[config.mk]
export PLATFORM = sky130hd
export DESIGN_NAME = rriot_timer
export DESIGN_NICKNAME = d
export VERILOG_FILES = /design/src/rtl/rriot_pkg.sv /design/src/rtl/rriot_prescaler.sv /design/src/rtl/rriot_timer.sv
export SDC_FILE = /design/constraint.sdc
export NUM_CORES = 1
export LEC_CHECK = 0
export CORE_MARGIN = 2
export CORE_UTILIZATION = 50
export DETAILED_ROUTE_END_ITERATION = 6
export PLACE_DENSITY_LB_ADDON = 0.2
export SLEW_MARGIN = 40
export SYNTH_ARGS = -nofsm -noshare
export SYNTH_HDL_FRONTEND = slang
export SYNTH_SLANG_ARGS = --single-unit
[constraint.sdc]
create_clock -name phi2 -period 2 [get_ports phi2]
set_input_delay 0.2 -clock phi2 [delete_from_list [all_inputs] [get_ports phi2]]
set_output_delay 0.2 -clock phi2 [all_outputs]
set_load 0.02 [all_outputs]
[src/rtl/rriot_pkg.sv]
// rriot_pkg
//   Shared definitions for the RRIOT interval timer:
//   - div_e        : divider select as written through addr[1:0]
//   - IRQ_EN_BIT   : address bit carrying the interrupt-enable on writes/timer reads
//   - FLAG_SEL_BIT : address bit selecting flag (1) or count (0) on reads
//   - TERM_*       : prescaler terminal values (N-1) for each divider
//   - div_terminal : maps a divider select to its terminal value
package rriot_pkg;

    typedef enum logic [1:0] {
        DIV1    = 2'b00,
        DIV8    = 2'b01,
        DIV64   = 2'b10,
        DIV1024 = 2'b11
    } div_e;

    localparam int unsigned IRQ_EN_BIT   = 3;
    localparam int unsigned FLAG_SEL_BIT = 0;

    localparam logic [9:0] TERM_DIV1    = 10'd0;
    localparam logic [9:0] TERM_DIV8    = 10'd7;
    localparam logic [9:0] TERM_DIV64   = 10'd63;
    localparam logic [9:0] TERM_DIV1024 = 10'd1023;

    function automatic logic [9:0] div_terminal(input div_e d);
        logic [9:0] t;
        case (d)
            DIV1:    t = TERM_DIV1;
            DIV8:    t = TERM_DIV8;
            DIV64:   t = TERM_DIV64;
            DIV1024: t = TERM_DIV1024;
            default: t = TERM_DIV1024;
        endcase
        return t;
    endfunction

endpackage

[src/rtl/rriot_prescaler.sv]
// rriot_prescaler
//   10-bit prescale counter for the RRIOT timer. Counts phi2 cycles and
//   pulses tick on the cycle where the count equals the divider's N-1,
//   wrapping to 0 on that edge. With DIV1 the count sits at 0 and tick is
//   high every cycle.
// Ports:
//   phi2  in  clock, rising edge
//   rst   in  asynchronous active-high reset (prescale -> 0)
//   clear in  hold prescale at 0 and suppress tick (write or fast mode)
//   div   in  divider select
//   tick  out combinational terminal-count pulse
module rriot_prescaler
    import rriot_pkg::*;
(
    input  logic phi2,
    input  logic rst,
    input  logic clear,
    input  div_e div,
    output logic tick
);

    logic [9:0] prescale_q;
    logic [9:0] prescale_d;

    always_comb begin
        tick       = !clear && (prescale_q == div_terminal(div));
        prescale_d = prescale_q + 10'd1;
        if (clear || tick) begin
            prescale_d = '0;
        end
    end

    always_ff @(posedge phi2 or posedge rst) begin
        if (rst) begin
            prescale_q <= '0;
        end else begin
            prescale_q <= prescale_d;
        end
    end

endmodule

[src/rtl/rriot_timer.sv]
// rriot_timer
//   RRIOT-style interval timer. An 8-bit down counter decremented on
//   prescaler ticks; on underflow (0x00 -> 0xFF) it raises flag and enters
//   fast mode, decrementing every cycle until the next write.
// Ports:
//   phi2   in  clock, rising edge
//   rst    in  asynchronous active-high reset
//   sel    in  timer register space selected this cycle
//   we_n   in  0 = write, 1 = read (qualified by sel)
//   addr   in  [3] irq enable, [1:0] divider on write, [0] flag/count on read
//   di     in  write data
//   dout   out combinational read data, 0x00 unless reading
//   irq_n  out active-low interrupt (flag && irq_en)
//   irq_en out current interrupt-enable bit
module rriot_timer
    import rriot_pkg::*;
(
    input  logic       phi2,
    input  logic       rst,
    input  logic       sel,
    input  logic       we_n,
    input  logic [3:0] addr,
    input  logic [7:0] di,
    output logic [7:0] dout,
    output logic       irq_n,
    output logic       irq_en
);

    logic [7:0] count_q,  count_d;
    div_e       div_q,    div_d;
    logic       flag_q,   flag_d;
    logic       irq_en_q, irq_en_d;
    logic       fast_q,   fast_d;

    logic wr;
    logic rd_timer;
    logic rd_flag;
    logic presc_clear;
    logic tick;
    logic dec;
    logic underflow;
    logic unused_addr_bit;

    assign unused_addr_bit = addr[2];

    assign wr       = sel && !we_n;
    assign rd_timer = sel &&  we_n && !addr[FLAG_SEL_BIT];
    assign rd_flag  = sel &&  we_n &&  addr[FLAG_SEL_BIT];

    // Prescale is irrelevant in fast mode; holding it cleared there means a
    // later write always restarts it from 0 without extra state.
    assign presc_clear = wr || fast_q;

    rriot_prescaler u_prescaler (
        .phi2  (phi2),
        .rst   (rst),
        .clear (presc_clear),
        .div   (div_q),
        .tick  (tick)
    );

    assign dec       = !wr && (fast_q || tick);
    assign underflow = dec && (count_q == 8'h00);

    always_comb begin
        count_d  = count_q;
        div_d    = div_q;
        flag_d   = flag_q;
        irq_en_d = irq_en_q;
        fast_d   = fast_q;

        if (wr) begin
            count_d  = di;
            div_d    = div_e'(addr[1:0]);
            irq_en_d = addr[IRQ_EN_BIT];
            flag_d   = 1'b0;
            fast_d   = 1'b0;
        end else begin
            if (dec) begin
                count_d = count_q - 8'd1;
            end
            if (rd_timer) begin
                irq_en_d = addr[IRQ_EN_BIT];
                flag_d   = 1'b0;
            end
            // Set after clear so a coinciding underflow keeps the flag.
            if (underflow) begin
                flag_d = 1'b1;
                fast_d = 1'b1;
            end
        end
    end

    always_ff @(posedge phi2 or posedge rst) begin
        if (rst) begin
            count_q  <= 8'hFF;
            div_q    <= DIV1024;
            flag_q   <= 1'b0;
            irq_en_q <= 1'b0;
            fast_q   <= 1'b0;
        end else begin
            count_q  <= count_d;
            div_q    <= div_d;
            flag_q   <= flag_d;
            irq_en_q <= irq_en_d;
            fast_q   <= fast_d;
        end
    end

    always_comb begin
        dout = '0;
        if (rd_timer) begin
            dout = count_q;
        end else if (rd_flag) begin
            dout = {flag_q, 7'b0};
        end
    end

    assign irq_n  = !(flag_q && irq_en_q);
    assign irq_en = irq_en_q;

endmodule
---- After elaboration in Yosys (flattened, before gate mapping) ----
Index checks and enable logic that the tools add are counted.
word-level totals
  memories kept ........................... 0
  register bits ........................... 23
  output and inout port bits .............. 10
  bits in latches ......................... 0
  memory bits (read-only) ................. 0
  bits of input ports ..................... 16
  memory bits (writable) .................. 0
operators by class
  multipliers ............................. 0
  equal/unequal tests ..................... 4
  add/sub/neg operators ................... 2
  shift operators ......................... 0
  div/mod/pow operators ................... 0
  mux-type cells .......................... 13
  reduce and logical (&&, ||, !) cells .... 22
  bitwise operators ....................... 0
  magnitude comparators ................... 0
operators by type and width
  operator                                                            number
  10-bit one-hot mux with 4 select lines                              1
  8-bit two-way mux                                                   4
  10-bit by 1-bit adder with 10-bit output, second input constant     1
  10-bit == test                                                      1
  10-bit two-way mux                                                  1
  1-bit logical AND                                                   8
  8-bit logical NOT                                                   1
  8-bit by 1-bit subtractor with 8-bit output, second input constant  1
  1-bit two-way mux                                                   7
  2-bit nonzero test                                                  3
  1-bit logical NOT                                                   5
  2-bit == test, second input constant                                2
  1-bit logical OR                                                    3
  3-bit nonzero test                                                  1
  2-bit by 1-bit == test with 1-bit output, second input constant     1
  2-bit logical NOT                                                   1

---- Logic depth before layout (Yosys ltp) ----
Gate-level depths: netlist of the first run.
  depth in word-level cells ............... 10
  depth in mapped cells ................... 8
  depth with buffers taken out ............ 7

---- By module ----
Synthesis of the first run repeated with hierarchy kept, for this count alone.
unflattened totals
  cells, all modules ...................... 137
  area, all modules ....................... 1326.3 µm²
modules (own cells, without submodules)
  module           sequential area each (µm²)  cells an instance  instances  area each (µm²)
  rriot_timer      337.8                       79                 1          765.7
  rriot_prescaler  250.2                       58                 1          560.5

---- Least setup slack after synthesis of the first run ----
OpenSTA, ideal clock, no wires.
  path type ............................... register to register
  start ................................... reg div_q[1]
  end ..................................... reg count_q[3]
  arrival time ............................ 1756 ps
  stages on the path, launching flop included .. 9
  data required time ...................... 1923 ps
  setup time .............................. 77 ps
  slack ................................... 167 ps
  cells stage by stage .................... dfstp_2 buf_2 nor3_2 a21oi_1 o31ai_1 a31oi_1 buf_2 o21ai_0 a31oi_1
on the way
  word-level cells in the longest chain between the ends .. 7
  elaborated cells on any way between the ends .. 10
  those cells by class .................... eq/ne (4); mux (1); reduce/logical (5)
RTL lines
  element                                      RTL line               source
  start: declaration                           rriot_timer.sv:30      div_e div_q, div_d;
  start signal: assignment                     rriot_timer.sv:103     div_q <= div_d;
  2-bit == test, or another cell as far along  rriot_pkg.sv:27        case (d)
  10-bit one-hot mux with 4 select lines (*)   rriot_pkg.sv:27
  10-bit == test (*)                           rriot_prescaler.sv:26  tick = !clear && (prescale_q == div_terminal(div));
  1-bit logical AND (*)                        rriot_prescaler.sv:26
  1-bit logical OR (*)                         rriot_timer.sv:62      assign dec = !wr && (fast_q || tick);
  1-bit logical AND (*)                        rriot_timer.sv:62
  2-bit nonzero test (no line) (*)             --
  end signal: assignment                       rriot_timer.sv:102     count_q <= count_d;
  end: declaration                             rriot_timer.sv:29      logic [7:0] count_q, count_d;
Every way passes the cells marked *; elsewhere a longest branch is shown, timed or not.
A chain may end at the register's enable or synchronous reset.

---- Worst setup path in the final report of the first run ----
  start ................................... reg div_q[1]
  end ..................................... reg count_q[1]
The elaborated chain is that of the path after synthesis.

==> results of run 1 <==
==> what timing repair did <==
action                                  in CTS  in global routing
pin swaps                                    0                  4
resized for setup                            2                  8
hold endpoints to repair                     0                  0
cloned                                       0                  0
buffers inserted                             0                  4
endpoints found under the setup margin       2                  9
==> cell families after synthesis <==
kind of cell,share of synthesized area
AOI/OAI and AO/OA,0.131
xor gates and xnor gates,0.0540
adders and majority gates,0.0193
buffers and inverters,0.0337
DFF,0.453
muxes,0.0250
and+or+nand+nor,0.284
==> worst min path at each step <==
stage	startpoint	endpoint	slack, ps
after detailed placement	fast_q	fast_q	500
after floorplan	rst	fast_q	190
after global placement	fast_q	fast_q	490
final	rst	u_prescaler.prescale_q[3]	200
after global routing	rst	u_prescaler.prescale_q[3]	210
after CTS	rst	u_prescaler.prescale_q[3]	210
==> through the flow <==
| step | worst slack, ps | util | hold slack, ps |
|---|---|---|---|
| 2_1_floorplan | 167 | - | 195 |
| 3_3_place_gp | 82.9 | 0.655 | 494 |
| 3_5_place_dp | 46.0 | 0.655 | 503 |
| 4_1_cts | 5.98 | 0.665 | 211 |
| 5_1_grt | -13.7 | 0.686 | 206 |
| 6_report | 54.3 | 0.686 | 198 |
==> where the power goes <==
| group | total (mW) | internal (mW) | switching [mW] |
|---|---|---|---|
| registers | 0.659 | 0.567 | 0.0922 |
| clock network | 0.221 | 0.0748 | 0.147 |
| logic | 0.401 | 0.203 | 0.198 |
| total | 1.28 | 0.845 | 0.437 |
==> Yosys cell counts <==
cell      number
nor2_1        20
dfrtp_1       13
dfstp_2       10
nand2_1       10
nand3_1        7
nor3_1         7
o21ai_0        7
inv_1          6
or3_1          6
xor2_1         6
a21oi_1        5
a31oi_1        5
and2_1         5
or4_1          5
and3_1         3
clkbuf_1       3
o211ai_1       3
buf_2          2
ha_1           2
mux2_2         2
nand2b_1       2
nand4_1        2
nor2b_1        2
o21a_1         2
o31ai_1        2
xnor2_1        2
a21boi_0       1
mux2i_1        1
nand2_2        1
nand3b_1       1
nor3_2         1
o311a_1        1
o41ai_1        1
==> cell type report <==
| class | instances | area, µm² | share of cell area |
|---|---|---|---|
| timing repair buffer | 37 | 335 | 0.197 |
| inverter | 6 | 22.5 | 0.0133 |
| clock buffer | 3 | 22.5 | 0.0133 |
| tap | 30 | 37.5 | 0.0221 |
| clock inverter | 1 | 5.00 | 0.00295 |
| sequential | 23 | 588 | 0.346 |
| multi-input combinational | 112 | 688 | 0.405 |
==> worst reg2reg max path, cell delays in order, from the launching register on <==
cell and delay [ps]:
dfstp_2 620, clkbuf_2 190, o21ai_0 110, o311a_1 130, a31oi_1 150, buf_4 190, mux2_2 340, a21oi_1 150
==> sequential cells by signal, indices dropped and copies added (netlist names) <==
signal,count
irq_en,1
flag_q,1
u_prescaler.prescale_q,10
count_q,8
fast_q,1
div_q,2
==> per-layer routing <==
metal | share of wire | track usage | routed length, µm
met1 | 0.47 | 0.259 | 1380
met2 | 0.49 | 0.369 | 1410
met3 | 0.034 | 0.0323 | 99
met4 | 0.0052 | 0.0813 | 15
met5 | 0 | 0 | 0
==> qor.txt, run 1 <==
======================================================================================
Worst Hold Class                                                              in2async
CTS tree                                                                         built
Worst slew slack as a fraction of its limit                                      0.654
Biggest area contributors in the synthesized netlist                      dfrtp_1 25%, dfstp_2 20%, nor2_1 5.8%
Number of global-route vias before repair                                         1085
Global route overflow                                                                0
CP Data Arrival Time                                                           2190 ps
Final setup viols                                                                    0
Startpoint type of the worst setup path                                           flop
Number of H-tree levels                                                              1
Net count after synthesis                                                          164
Via density                                                                       5.49
Drt first pass iters                                                                 4
Startpoint-to-endpoint class of the critical path                              reg2reg
Fillers                                                                            202
Area added between synthesis and finish                                          30.8%
Overall power of the completed layout                                          1.28 mW
Maximum fanout count along the critical path                                         9
Area leader, netlist                                                           dfrtp_1
Count of non-filler cells in the finished layout                                   212
Vias after detailed routing                                                       1164
Mean area per synthesized cell                                                8.90 µm²
Horizontal die dimension                                                       55.0 µm
Number of input and output port buffers inserted                                    24
Total routing usage reported by global routing                                   0.211
Number of buffer and inverter instances along the worst setup path                   2
Library cell contributing the largest single delay on the critical path        dfstp_2
Final max-slew violation count                                                       0
Final net count                                                                    201
Cell variety after synth                                                            33
Startpoint of the most critical setup path                                    div_q[1]
Slowest stage delay, CP                                                         620 ps
Number of antenna violations at the first check in global routing                    0
Stages on the worst setup path                                                       7
Top cell type's share of synthesized area                                        0.250
Mean routed wirelength per cell                                                13.7 µm
Total clock buffers created by CTS                                                   3
Final antenna-violating net count                                                    0
Path depth of the worst reg2reg path                                                 7
Outcome                                                                   finished, final reports clean
Clk pin slew, worst setup/hold paths                                            140 ps
Max VDD drop                                                                  0.549 mV
Synthesized area                                                              1300 µm²
Skew-Pair Late Insertion Delay                                                  320 ps
Initial Utilization                                                              0.524
Leakage power of the design                                                   0.720 nW
Floorplan die area                                                            3020 µm²
Family with the most delay on the worst path                                flip-flops
Share of the yosys chip area belonging to registers                              0.453
GP Congestion                                                                    0.755
Post-placement cell count                                                          204
Worst R2R End                                                               count_q[1]
Endpoints failing hold                                                               0
Overall die height                                                             55.0 µm
Synthesized instance count                                                         146
Count of standard-cell rows                                                         18
Cell Chain, Critical Path                                                 clkbuf_2 > o21ai_0 > o311a_1 > a31oi_1 > buf_4 > mux2_2 > a21oi_1
Fraction of layout cells with a size suffix above 1                              0.209
Minimum period implied by the final worst setup slack                          1950 ps
Post-Layout Inst Area                                                         1700 µm²
Max Root-Sink Buffers                                                                2
Setup TNS after final layout                                                      0 ps
Share of the cycle needed by the critical path after routing                     0.973
Worst clock skew                                                               9.60 ps
Root Buffer Master                                                            clkbuf_4
P per Cell Area                                                             755 nW/µm²
Number of DRC markers in iteration 0                                                28
DPL Wire Length                                                                2040 µm
Required time of the critical path                                             2250 ps
Post-detailed-routing wire length                                              2900 µm
End of the critical path                                                    count_q[1]
Quantity of hold-fixing buffers added after cts                                      0
Antenna diode count                                                                  0
Synthesized flop and latch total                                                    23
Leading cell types in the layout, fill and taps excluded                  21 x clkdlybuf4s50_1, 19 x nor2_1, 13 x dfrtp_1
RSZ-0062 raised after global routing                                              true
Yosys warns                                                                          0
Reg2Reg Setup Slack                                                              50 ps
First-pass GRT wire length                                                     4550 µm
CTS sink count                                                                      23
Slew at the pin with the worst max-slew slack                                   517 ps
Startpoint of the lowest-slack register-to-register path                      div_q[1]
Count of unresolved DRC violations after routing                                     0
Most common cell after layout, fill and taps aside                        clkdlybuf4s50_1
Core outline area                                                             2480 µm²
Kind of capture point of the worst setup path                                     flop
Post-detailed-placement cell area                                             1620 µm²
Ports placed on the boundary                                                        26
Highest clock rate                                                             514 MHz
Max cap viols                                                                        0
Pin count of the biggest net entering global routing                                24
======================================================================================
No activity file was read; power rests on OpenSTA's default activity.
==> run 2: changes to the inputs <==
==> constraint.sdc (replaced) <==
create_clock -name phi2 -period 2 [get_ports phi2]
set_input_delay 0.4 -clock phi2 [delete_from_list [all_inputs] [get_ports phi2]]
set_output_delay 0.4 -clock phi2 [all_outputs]
set_load 0.02 [all_outputs]
==> qor.txt, run 2 (same netlist as run 1, synthesis figures left out) <==
================================================================================
Outcome                                                             finished, final reports clean
Worst Hold Class                                                        in2async
Slew at the pin with the worst max-slew slack                             489 ps
Max Root-Sink Buffers                                                          2
Final max-slew violation count                                                 0
Endpoints failing hold                                                         0
Number of DRC markers in iteration 0                                          15
Floorplan die area                                                      3020 µm²
Total clock buffers created by CTS                                             3
Quantity of hold-fixing buffers added after cts                                0
Overall die height                                                       55.0 µm
Most common cell after layout, fill and taps aside                         buf_4
Global route overflow                                                          0
Required time of the critical path                                       2230 ps
Setup TNS after final layout                                                0 ps
Root Buffer Master                                                      clkbuf_4
Horizontal die dimension                                                 55.0 µm
Via density                                                                 5.66
Highest clock rate                                                       504 MHz
Number of global-route vias before repair                                   1154
CP Data Arrival Time                                                     2220 ps
Initial Utilization                                                        0.524
Skew-Pair Late Insertion Delay                                            300 ps
DPL Wire Length                                                          2160 µm
Clk pin slew, worst setup/hold paths                                      130 ps
Core outline area                                                       2480 µm²
Most flops, register                                                u_prescaler.prescale_q
Flip-flop count of the largest register after layout                          10
CTS sink count                                                                23
Vias after detailed routing                                                 1239
Ports placed on the boundary                                                  26
Pin count of the biggest net entering global routing                          24
CTS tree                                                                   built
Post-detailed-routing wire length                                        3330 µm
Count of unresolved DRC violations after routing                               0
Post-Layout Inst Area                                                   1830 µm²
Count of standard-cell rows                                                   18
Worst slew slack as a fraction of its limit                                0.674
Maximum fanout count along the critical path                                   8
GP Congestion                                                              0.800
Worst clock skew                                                         1.45 ps
P per Cell Area                                                       749 nW/µm²
Number of H-tree levels                                                        1
Startpoint type of the worst setup path                                     flop
Final setup viols                                                              0
Mean routed wirelength per cell                                          15.2 µm
Final net count                                                              208
Startpoint-to-endpoint class of the critical path                        reg2reg
Total routing usage reported by global routing                             0.239
Share of the cycle needed by the critical path after routing               0.991
Number of input and output port buffers inserted                              24
Final antenna-violating net count                                              0
Kind of capture point of the worst setup path                               flop
Antenna diode count                                                            0
Max VDD drop                                                            0.575 mV
Number of antenna violations at the first check in global routing              0
Max cap viols                                                                  0
Fraction of layout cells with a size suffix above 1                        0.344
First-pass GRT wire length                                               5110 µm
Post-detailed-placement cell area                                       1650 µm²
Leading cell types in the layout, fill and taps excluded            17 x buf_4, 16 x clkdlybuf4s50_1, 13 x nor2_1, 13 x dfrtp_1
Largest registers ranked by flip-flop count                         u_prescaler.prescale_q x10, count_q x8, div_q x2
Leakage power of the design                                             0.747 nW
Area added between synthesis and finish                                    40.6%
Drt first pass iters                                                           4
Minimum period implied by the final worst setup slack                    1980 ps
RSZ-0062 raised after global routing                                        true
Fillers                                                                      182
================================================================================
run 2: cell count changes in the layout (fill, tap and decap cells not counted), sizes merged:
cell,before,now
buf,12,20
clkbuf,4,12
clkdlybuf4s50,21,16
clkinv,1,0
dlygate4sd2,2,0
dlymetal6s2s,1,0
run 2: per-stage QoR:
stage	worst slack, ps	hold WS (ps)	utilization	instances	total power, mW
2_1_floorplan	167	395	-	146	0.879
3_3_place_gp	-289	483	0.664	207	1.01
3_5_place_dp	-302	484	0.664	207	1.03
4_1_cts	-1.27	425	0.702	218	1.28
5_1_grt	-75.8	439	0.737	219	1.46
6_report	17.2	420	0.737	219	1.37
run 2: timing repair:
action                                  CTS  global route
cloned                                    1             0
endpoints found under the setup margin    9            25
buffers inserted                          6             1
gates resized for setup                  16            45
pin swaps                                 3            15
run 2: worst max-delay path, stage by stage (launching register included):
cell	delay, ps
dfstp_2	680
buf_4	160
o21ai_1	50
o311a_1	110
a31oi_2	220
buf_2	200
mux2_2	340
a21oi_1	160
run 2: layout make-up:
cell class	instances	area [µm²]	share of cell area
Timing Repair Buffer	44	355	0.195
Tap cell	30	37.5	0.0206
Sequential cell	23	588	0.322
Clock buffer	4	26.3	0.0144
Inverter	6	22.5	0.0123
Multi-Input combinational cell	112	796	0.436
run 2: report_power, final:
group / total (mW) / switching [mW] / internal [mW]
registers: 0.659 / 0.0922 / 0.567
logic: 0.496 / 0.252 / 0.244
clock network: 0.213 / 0.135 / 0.0775
run 2: routing by layer:
layer	vias to the layer above	track usage	share of wire
met4	0	0.0488	0.0087
li1	604	-	-
met3	2	0.0323	0.028
met1	611	0.287	0.41
met5	-	0	0
met2	22	0.452	0.55
run 2: worst paths after layout:
| path | depth (start not counted) | slack [ps] | endpoint | start |
|---|---|---|---|---|
| setup reg to reg | 7 | 20 | count_q[1] | div_q[1] |
| max in group asynchronous | 3 | 1300 | count_q[7] | rst |
| hold reg to reg | 1 | 540 | fast_q | fast_q |
| hold / removal | 3 | 420 | u_prescaler.prescale_q[7] | rst |
| min in group phi2 | 1 | 540 | fast_q | fast_q |
| setup / recovery | 7 | 20 | count_q[1] | div_q[1] |
